### config.mk
export PLATFORM = sky130hd
export DESIGN_NAME = shift_arbiter
export DESIGN_NICKNAME = d
export VERILOG_FILES = /design/src/rtl/shift_arbiter.sv
export SDC_FILE = /design/constraint.sdc
export NUM_CORES = 1
export LEC_CHECK = 0
export CELL_PAD_IN_SITES_DETAIL_PLACEMENT = 1
export CELL_PAD_IN_SITES_GLOBAL_PLACEMENT = 2
export CORE_ASPECT_RATIO = 0.7
export CORE_MARGIN = 1.5
export CORE_UTILIZATION = 31
export DETAILED_ROUTE_END_ITERATION = 16
export HOLD_SLACK_MARGIN = 0.15
export PLACE_DENSITY_LB_ADDON = 0.1
export SLEW_MARGIN = 20
export SYNTH_ARGS = -nofsm -noshare
export SYNTH_HDL_FRONTEND = slang
export SYNTH_SLANG_ARGS = --single-unit
### constraint.sdc
create_clock -name clk_i -period 3.5 [get_ports clk_i]
set_input_delay 0.875 -clock clk_i [delete_from_list [all_inputs] [get_ports clk_i]]
set_output_delay 0.875 -clock clk_i [all_outputs]
set_load 0.02 [all_outputs]
### src/rtl/shift_arbiter.sv
// Two-port round-robin front end for one 16-bit barrel shifter, with a
// one-entry response buffer tagged by requester id and illegal-op flag.

module shift_arbiter_shifter (
    input  logic [15:0] in_i,
    input  logic [3:0]  shamt_i,
    input  logic [1:0]  select_i,
    output logic [15:0] out_o
);
    always_comb begin
        out_o = 16'h0000;
        unique case (select_i)
            2'b11:   out_o = in_i << shamt_i;
            2'b00:   out_o = in_i >> shamt_i;
            2'b01:   out_o = $signed(in_i) >>> shamt_i;
            default: out_o = 16'h0000;
        endcase
    end
endmodule

module shift_arbiter #(
    parameter bit PRIORITY_INIT = 1'b0
) (
    input  logic        clk_i,
    input  logic        rst_i,
    input  logic        req0_valid_i,
    output logic        req0_ready_o,
    input  logic [15:0] req0_in_i,
    input  logic [3:0]  req0_shamt_i,
    input  logic [1:0]  req0_select_i,
    input  logic        req1_valid_i,
    output logic        req1_ready_o,
    input  logic [15:0] req1_in_i,
    input  logic [3:0]  req1_shamt_i,
    input  logic [1:0]  req1_select_i,
    output logic        resp_valid_o,
    input  logic        resp_ready_i,
    output logic [15:0] resp_data_o,
    output logic        resp_id_o,
    output logic        resp_err_o
);
    typedef enum logic {EMPTY = 1'b0, FULL = 1'b1} state_t;

    state_t      state_q, state_d;
    logic [15:0] data_q, data_d;
    logic        id_q, id_d;
    logic        err_q, err_d;
    logic        last_q, last_d;

    logic        slot, grant0, grant1, accept, sel_id;
    logic [15:0] sh_in, sh_out;
    logic [3:0]  sh_amt;
    logic [1:0]  sh_sel;

    // On contention the port that was not served last wins.
    assign grant0 = req0_valid_i & (~req1_valid_i | last_q);
    assign grant1 = req1_valid_i & (~req0_valid_i | ~last_q);
    assign slot   = ~resp_valid_o | resp_ready_i;

    assign req0_ready_o = grant0 & slot & ~rst_i;
    assign req1_ready_o = grant1 & slot & ~rst_i;
    assign accept       = (req0_valid_i & req0_ready_o) | (req1_valid_i & req1_ready_o);
    assign sel_id       = grant1;

    assign sh_in  = sel_id ? req1_in_i     : req0_in_i;
    assign sh_amt = sel_id ? req1_shamt_i  : req0_shamt_i;
    assign sh_sel = sel_id ? req1_select_i : req0_select_i;

    shift_arbiter_shifter u_shifter (
        .in_i     (sh_in),
        .shamt_i  (sh_amt),
        .select_i (sh_sel),
        .out_o    (sh_out)
    );

    always_comb begin
        state_d = state_q;
        data_d  = data_q;
        id_d    = id_q;
        err_d   = err_q;
        last_d  = last_q;
        unique case (state_q)
            EMPTY: if (accept) state_d = FULL;
            FULL:  if (resp_ready_i && !accept) state_d = EMPTY;
            default: state_d = EMPTY;
        endcase
        if (accept) begin
            err_d  = (sh_sel == 2'b10);
            data_d = (sh_sel == 2'b10) ? 16'h0000 : sh_out;
            id_d   = sel_id;
            last_d = sel_id;
        end
    end

    always_ff @(posedge clk_i) begin
        if (rst_i) begin
            state_q <= EMPTY;
            data_q  <= 16'h0000;
            id_q    <= 1'b0;
            err_q   <= 1'b0;
            last_q  <= ~PRIORITY_INIT;
        end else begin
            state_q <= state_d;
            data_q  <= data_d;
            id_q    <= id_d;
            err_q   <= err_d;
            last_q  <= last_d;
        end
    end

    assign resp_valid_o = (state_q == FULL);
    assign resp_data_o  = data_q;
    assign resp_id_o    = id_q;
    assign resp_err_o   = err_q;
endmodule

==> results of run 1 <==
## worst min-delay path, stage by stage (launching register included)
cell     delay, ns
dfxtp_1       0.32
nand2_1       0.05
o21ai_0       0.05
## logic make-up (layout without fill, tap and decap cells)
| kind of cell | after synthesis | in the layout |
|---|---|---|
| simple gates | 152 | 152 |
| compound gates | 150 | 150 |
| mux | 80 | 80 |
| buf+inv | 45 | 134 |
| flops | 20 | 20 |
## cells in the final DEF, fill, tap and decap left out, types with 4 or more instances in the layout
| master | n |
|---|---|
| a311oi_1 | 5 |
| o311ai_0 | 4 |
| buf_4 | 53 |
| a21oi_1 | 31 |
| nand2_1 | 41 |
| a22oi_1 | 4 |
| nand3_1 | 17 |
| a211oi_1 | 20 |
| nor2b_1 | 9 |
| inv_1 | 5 |
| buf_12 | 4 |
| mux2_2 | 15 |
| and2_1 | 4 |
| a31oi_1 | 9 |
| clkdlybuf4s50_1 | 67 |
| nor3_1 | 17 |
| o22ai_1 | 4 |
| mux4_2 | 25 |
| nand2b_1 | 5 |
| a32oi_1 | 6 |
| nor2_1 | 40 |
| dfxtp_1 | 20 |
| o21ai_0 | 28 |
| mux2i_1 | 37 |
| o31ai_1 | 5 |
| o211ai_1 | 7 |
| nand4_1 | 4 |
## state kept, by name, indices dropped and copies added (netlist names)
signal	cells
resp_data_o	16
last_q	1
resp_err_o	1
resp_id_o	1
resp_valid_o	1
## layer usage
layer / vias to the layer above / track usage (%) / share of wire, %
met2: 171 / 41.58 / 43
li1: 1944 / - / -
met3: 10 / 3.676 / 7.2
met4: 0 / 4.167 / 0.78
met1: 2174 / 44.83 / 49
met5: - / 0 / 0
## worst max-delay path by stage
stage / startpoint / end / slack [ns] / depth (start not counted)
2_1_floorplan: req1_valid_i / req1_ready_o / 0.48 / 5
3_3_place_gp: req1_shamt_i[1] / resp_data_o[4]$_SDFFE_PP0P_ / -0.21 / 8
3_5_place_dp: req1_shamt_i[1] / resp_data_o[4]$_SDFFE_PP0P_ / -0.1 / 8
4_1_cts: req1_valid_i / req1_ready_o / 0.07 / 4
5_1_grt: req1_valid_i / req1_ready_o / 0.04 / 4
6_report: req1_valid_i / req1_ready_o / 0.09 / 4
## power breakdown
part	internal (W)	switching [W]	total, W
Sequential	0.000246	0.0000133	0.000259
Clock	0.000151	0.0000929	0.000244
Combinational	0.000334	0.000426	0.000760
Total	0.000731	0.000532	0.00126
## through the flow
stage / setup TNS [ns] / setup slack, ns
2_1_floorplan: 0 / 0.4846
3_3_place_gp: -0.2557 / -0.2105
3_5_place_dp: -0.09792 / -0.09792
4_1_cts: 0 / 0.07121
5_1_grt: 0 / 0.03553
6_report: 0 / 0.09090
## layout make-up
class                   instances  area [µm²]
well taps                     153       191.4
flip-flops and latches         20       400.4
inverters                       5       18.77
fillers                      1348        6227
multi-input cells             382        2899
clock buffers                   3       75.07
repair buffers                126        1159
==> flow_summary.toml, run 1 <==
[logic_synthesis]
synth_top_family_by_area = "multiplexers"
yosysMostFrequentCell = "nand2_1"
synthesis.area_um2 = 3487
synth_ff_type = "dfxtp_1"
synth-async-reset-ratio_pct = 0
synthSimpleGateAreaFrac_pct = 20.52
yosysUniqueCellTypes = 59
yosysWarnings = 0
netlist_instances = 447
yosys.area.top_type = "mux4_2"
synthAdderAreaFrac_pct = 0
ys_seq_area_share_pct = 11.48
synth_xor_area_share_pct = 0
synth_mux_area_share_pct = 32.94
netlist.area_leader.share_pct = 16.15
synthTopCellsByArea = "mux4_2, dfxtp_1, mux2i_1, mux2_2, a21oi_1"
netlist_top_cells_count = "nand2_1, nor2_1, mux2i_1"
ys_ff_latch = 20
synth_compound_area_share_pct = 29.24
synthesis.nets = 496
synth_area_per_cell_um2 = 7.801
synth_edf_count = 0

[grt]
grt_pass1_vias = 4250
antenna_found_initial = 0
globalRouteOverflowTotal = 0
grt_pass1_wl_um = 25970
grt_max_degree = 44
grt_usage_pct = 28.54

[routing]
wl_per_cell_um = 24.38
drtIter0Drc = 303
ant_nets = 0
drcViolationCount = 0
drt_wl_total_um = 16800
vias = 4299
vias_per_cell = 6.239
first_pass_iters = 4

[critical_path]
critPathLaunchType = "input pin"
reg2reg_depth = 7
critPathBufInv = 2
crit_family = "buffers and inverters"
cp_max_fo = 3
crit_top_cell = "clkdlybuf4s50_1"
worst_path_max_delay_cell = "clkdlybuf4s50_1"
timing.rr.start = "last_q$_SDFFE_PP1P_"
r2r_end = "resp_data_o[3]$_SDFFE_PP0P_"
rrSetupSlack_ns = 0.92
required_ns = 2.62
cp.arrival_ns = 2.53
path_class = "in2out"
slowest_delay_ns = 0.66
crit_chain = "clkdlybuf4s50_1, a21bo_1, nor3_1, clkdlybuf4s50_1"
end_kind = "primary output"

[clock_tree]
clockRootBuffer = "clkbuf_16"
cts_buffer_depth = 2
cts_setup_buffers = 0
clk_latency_ns = 0.26
cts_buffers = 3
hold_buffers = 0
cts_max_level = 1
clk_pin_slew_ns = 0.06
cts_num_sinks = 20
cts_resized = 0
cts_tree = "yes"

[cells_and_area]
final_nets = 587
diodes = 0
drive_above_1_share_pct = 20.52
syn_to_final_growth_pct = 36.02
stdcell_area_um2 = 4743
final_core_util_pct = 43.24
fin_cells = 689

[placement]
hpwl_um = 13260
io_buffer_count = 69
place_inst = 686
dpl-instance-area_um2 = 4668
gp_congestion = 0.9282

[timing]
worstMarginPinSlew_ns = 0.7082
clock_skew_ns = 0.004356
maxSlewHeadroom_pct = 52.61
min_period_over_period_pct = 97.40
rsz0062_at_grt = "false"
max_freq_mhz = 293.3
period_minus_slack_ns = 3.409
finalMaxSlewViolations = 0
setup_viol = 0
finalHoldViolCount = 0
fin_hold_ws_ns = 0.4558

[hold_path]
hold_end = "resp_data_o[11]$_SDFFE_PP0P_"
hold_depth = 2
min-delay-path-class = "reg2reg"
hold_start = "resp_data_o[11]$_SDFFE_PP0P_"

[floorplan]
core_um2 = 10970
ios = 70
die_x_um = 129.8
die_h_um = 91.74
row_count = 32
initial_core_util_pct = 31.79
die_area_um2 = 11900

[power]
leakage_nw = 1.751
irDropWorstVdd_uv = 143.6
total_power_w = 0.001263
power_per_cell_area_nw_per_um2 = 266.2

[run_status]
status = "finished clean"

[flow_run]
drv_cap = 0
Note: power is estimated with default switching activity, not from simulation.
==> run 2, diff against run 1 <==
--- a/config.mk
+++ b/config.mk
@@ -8,7 +8,7 @@
 export CELL_PAD_IN_SITES_DETAIL_PLACEMENT = 1
 export CELL_PAD_IN_SITES_GLOBAL_PLACEMENT = 2
 export CORE_ASPECT_RATIO = 0.7
-export CORE_MARGIN = 1.5
+export CORE_MARGIN = 10
 export CORE_UTILIZATION = 31
 export DETAILED_ROUTE_END_ITERATION = 16
 export HOLD_SLACK_MARGIN = 0.15
==> flow_summary.toml, run 2 (same netlist as run 1, synthesis figures left out) <==
[cells_and_area]
diodes = 0
syn_to_final_growth_pct = 36.99
drive_above_1_share_pct = 20.52
fin_cells = 689
stdcell_area_um2 = 4777
final_common_cell = "clkdlybuf4s50_1"
fill_cells = 1328
final_nets = 586
final_cell_mix = "clkdlybuf4s50_1, buf_4, nand2_1"
largest_register_ffs = 16

[timing]
setup_ws_ns = 0.2019
clock_skew_ns = 0.005462
min_period_over_period_pct = 94.23
rsz0062_at_grt = "false"
setup_viol = 0
worstMarginPinSlew_ns = 0.6564
finalHoldViolCount = 0
finalMaxSlewViolations = 0
max_freq_mhz = 303.2
maxSlewHeadroom_pct = 56.24
period_minus_slack_ns = 3.298
fin_hold_ws_ns = 0.5009

[power]
power_per_cell_area_nw_per_um2 = 272.4
leakage_nw = 1.778
irDropWorstVdd_uv = 177.9

[routing]
drt_wl_total_um = 17360
drcViolationCount = 0
vias = 4279
wl_per_cell_um = 25.20
vias_per_cell = 6.210
ant_nets = 0
drtIter0Drc = 439
first_pass_iters = 5

[critical_path]
rrSetupSlack_ns = 0.93
reg2reg_depth = 9
critPathLaunchType = "input pin"
cp.arrival_ns = 2.42
timing.rr.start = "last_q$_SDFFE_PP1P_"
r2r_end = "resp_data_o[0]$_SDFFE_PP0P_"
path_class = "in2out"
required_ns = 2.62
end_kind = "primary output"
cp_max_fo = 3

[clock_tree]
cts_num_sinks = 20
cts_tree = "yes"
cts_buffer_depth = 2
clockRootBuffer = "clkbuf_16"
clk_pin_slew_ns = 0.06
cts_buffers = 3
hold_buffers = 0
clk_latency_ns = 0.26
cts_max_level = 1
cts_setup_buffers = 0
cts_resized = 0

[grt]
grt_max_degree = 42
antenna_found_initial = 0
grt_pass1_wl_um = 26830
grt_pass1_vias = 4290
grt_usage_pct = 21.24
globalRouteOverflowTotal = 0

[placement]
place_inst = 685
io_buffer_count = 69
detailedPlace.worstSlack_ns = -0.04793
gp_congestion = 0.9263
hpwl_um = 13860
dpl-instance-area_um2 = 4686

[floorplan]
row_count = 32
die_area_um2 = 15960
ios = 70
initial_core_util_pct = 31.67
die_x_um = 146.8
die_h_um = 108.7
core_um2 = 11010

[run_status]
status = "finished clean"

[hold_path]
min-delay-path-class = "reg2reg"
hold_depth = 2
hold_end = "resp_data_o[11]$_SDFFE_PP0P_"
hold_start = "resp_data_o[11]$_SDFFE_PP0P_"

[flow_run]
drv_cap = 0
[run 2: changes by cell type in the layout (fill, tap and decap cells not counted), sizes merged]
cell           previous run  this run
buf                      59        58
clkbuf                    3         4
clkdlybuf4s50            67        66
dlymetal6s2s              0         1
[run 2: stage by stage]
stage	util [%]	TNS, ns	power, W
2_1_floorplan	-	0	0.0006667
3_3_place_gp	42.56	0	0.001013
6_report	43.39	0	0.001301
4_1_cts	43.36	0	0.001293
3_5_place_dp	42.56	-0.05570	0.001017
5_1_grt	43.39	0	0.001373
[run 2: final cells by class]
cell class                 instances  area [µm²]  share of cell area [%]
multi-input combinational        382        2899                   60.69
sequential                        20       400.4                   8.381
tap                              153       191.4                   4.007
clock buffer                       4       88.84                   1.860
timing repair buffer             125        1179                   24.67
inverter                           5       18.77                  0.3929
[run 2: how the worst max path moves through the flow]
stage	start	endpoint	slack, ns	depth (start not counted)
6_report	resp_ready_i	req0_ready_o	0.20	6
4_1_cts	req1_valid_i	req1_ready_o	0.03	4
3_5_place_dp	req1_valid_i	resp_data_o[0]$_SDFFE_PP0P_	-0.05	10
5_1_grt	req1_valid_i	resp_data_o[10]$_SDFFE_PP0P_	0.04	10
3_3_place_gp	req1_valid_i	resp_data_o[0]$_SDFFE_PP0P_	0.03	10
2_1_floorplan	req1_valid_i	req1_ready_o	0.48	5
[run 2: metal layers]
layer | GRT usage, % | up-vias | part of all wire (%)
met5 | 0 | - | 0
met4 | 1.567 | 0 | 0.46
met3 | 4.512 | 6 | 7.9
met2 | 31.40 | 187 | 42
met1 | 31.84 | 2140 | 49
li1 | - | 1946 | -
[run 2: where the power goes]
part	leakage, nW	switching [W]	internal [W]
registers	0.164	0.0000134	0.000245
logic	1.57	0.000429	0.000339
clock network	0.0442	0.0000993	0.000175
[run 2: critical path: stages]
cell,delay (ns)
clkdlybuf4s50_1,0.41
nor2b_1,0.30
nor2_1,0.12
nand3_1,0.14
inv_1,0.05
clkdlybuf4s50_1,0.53
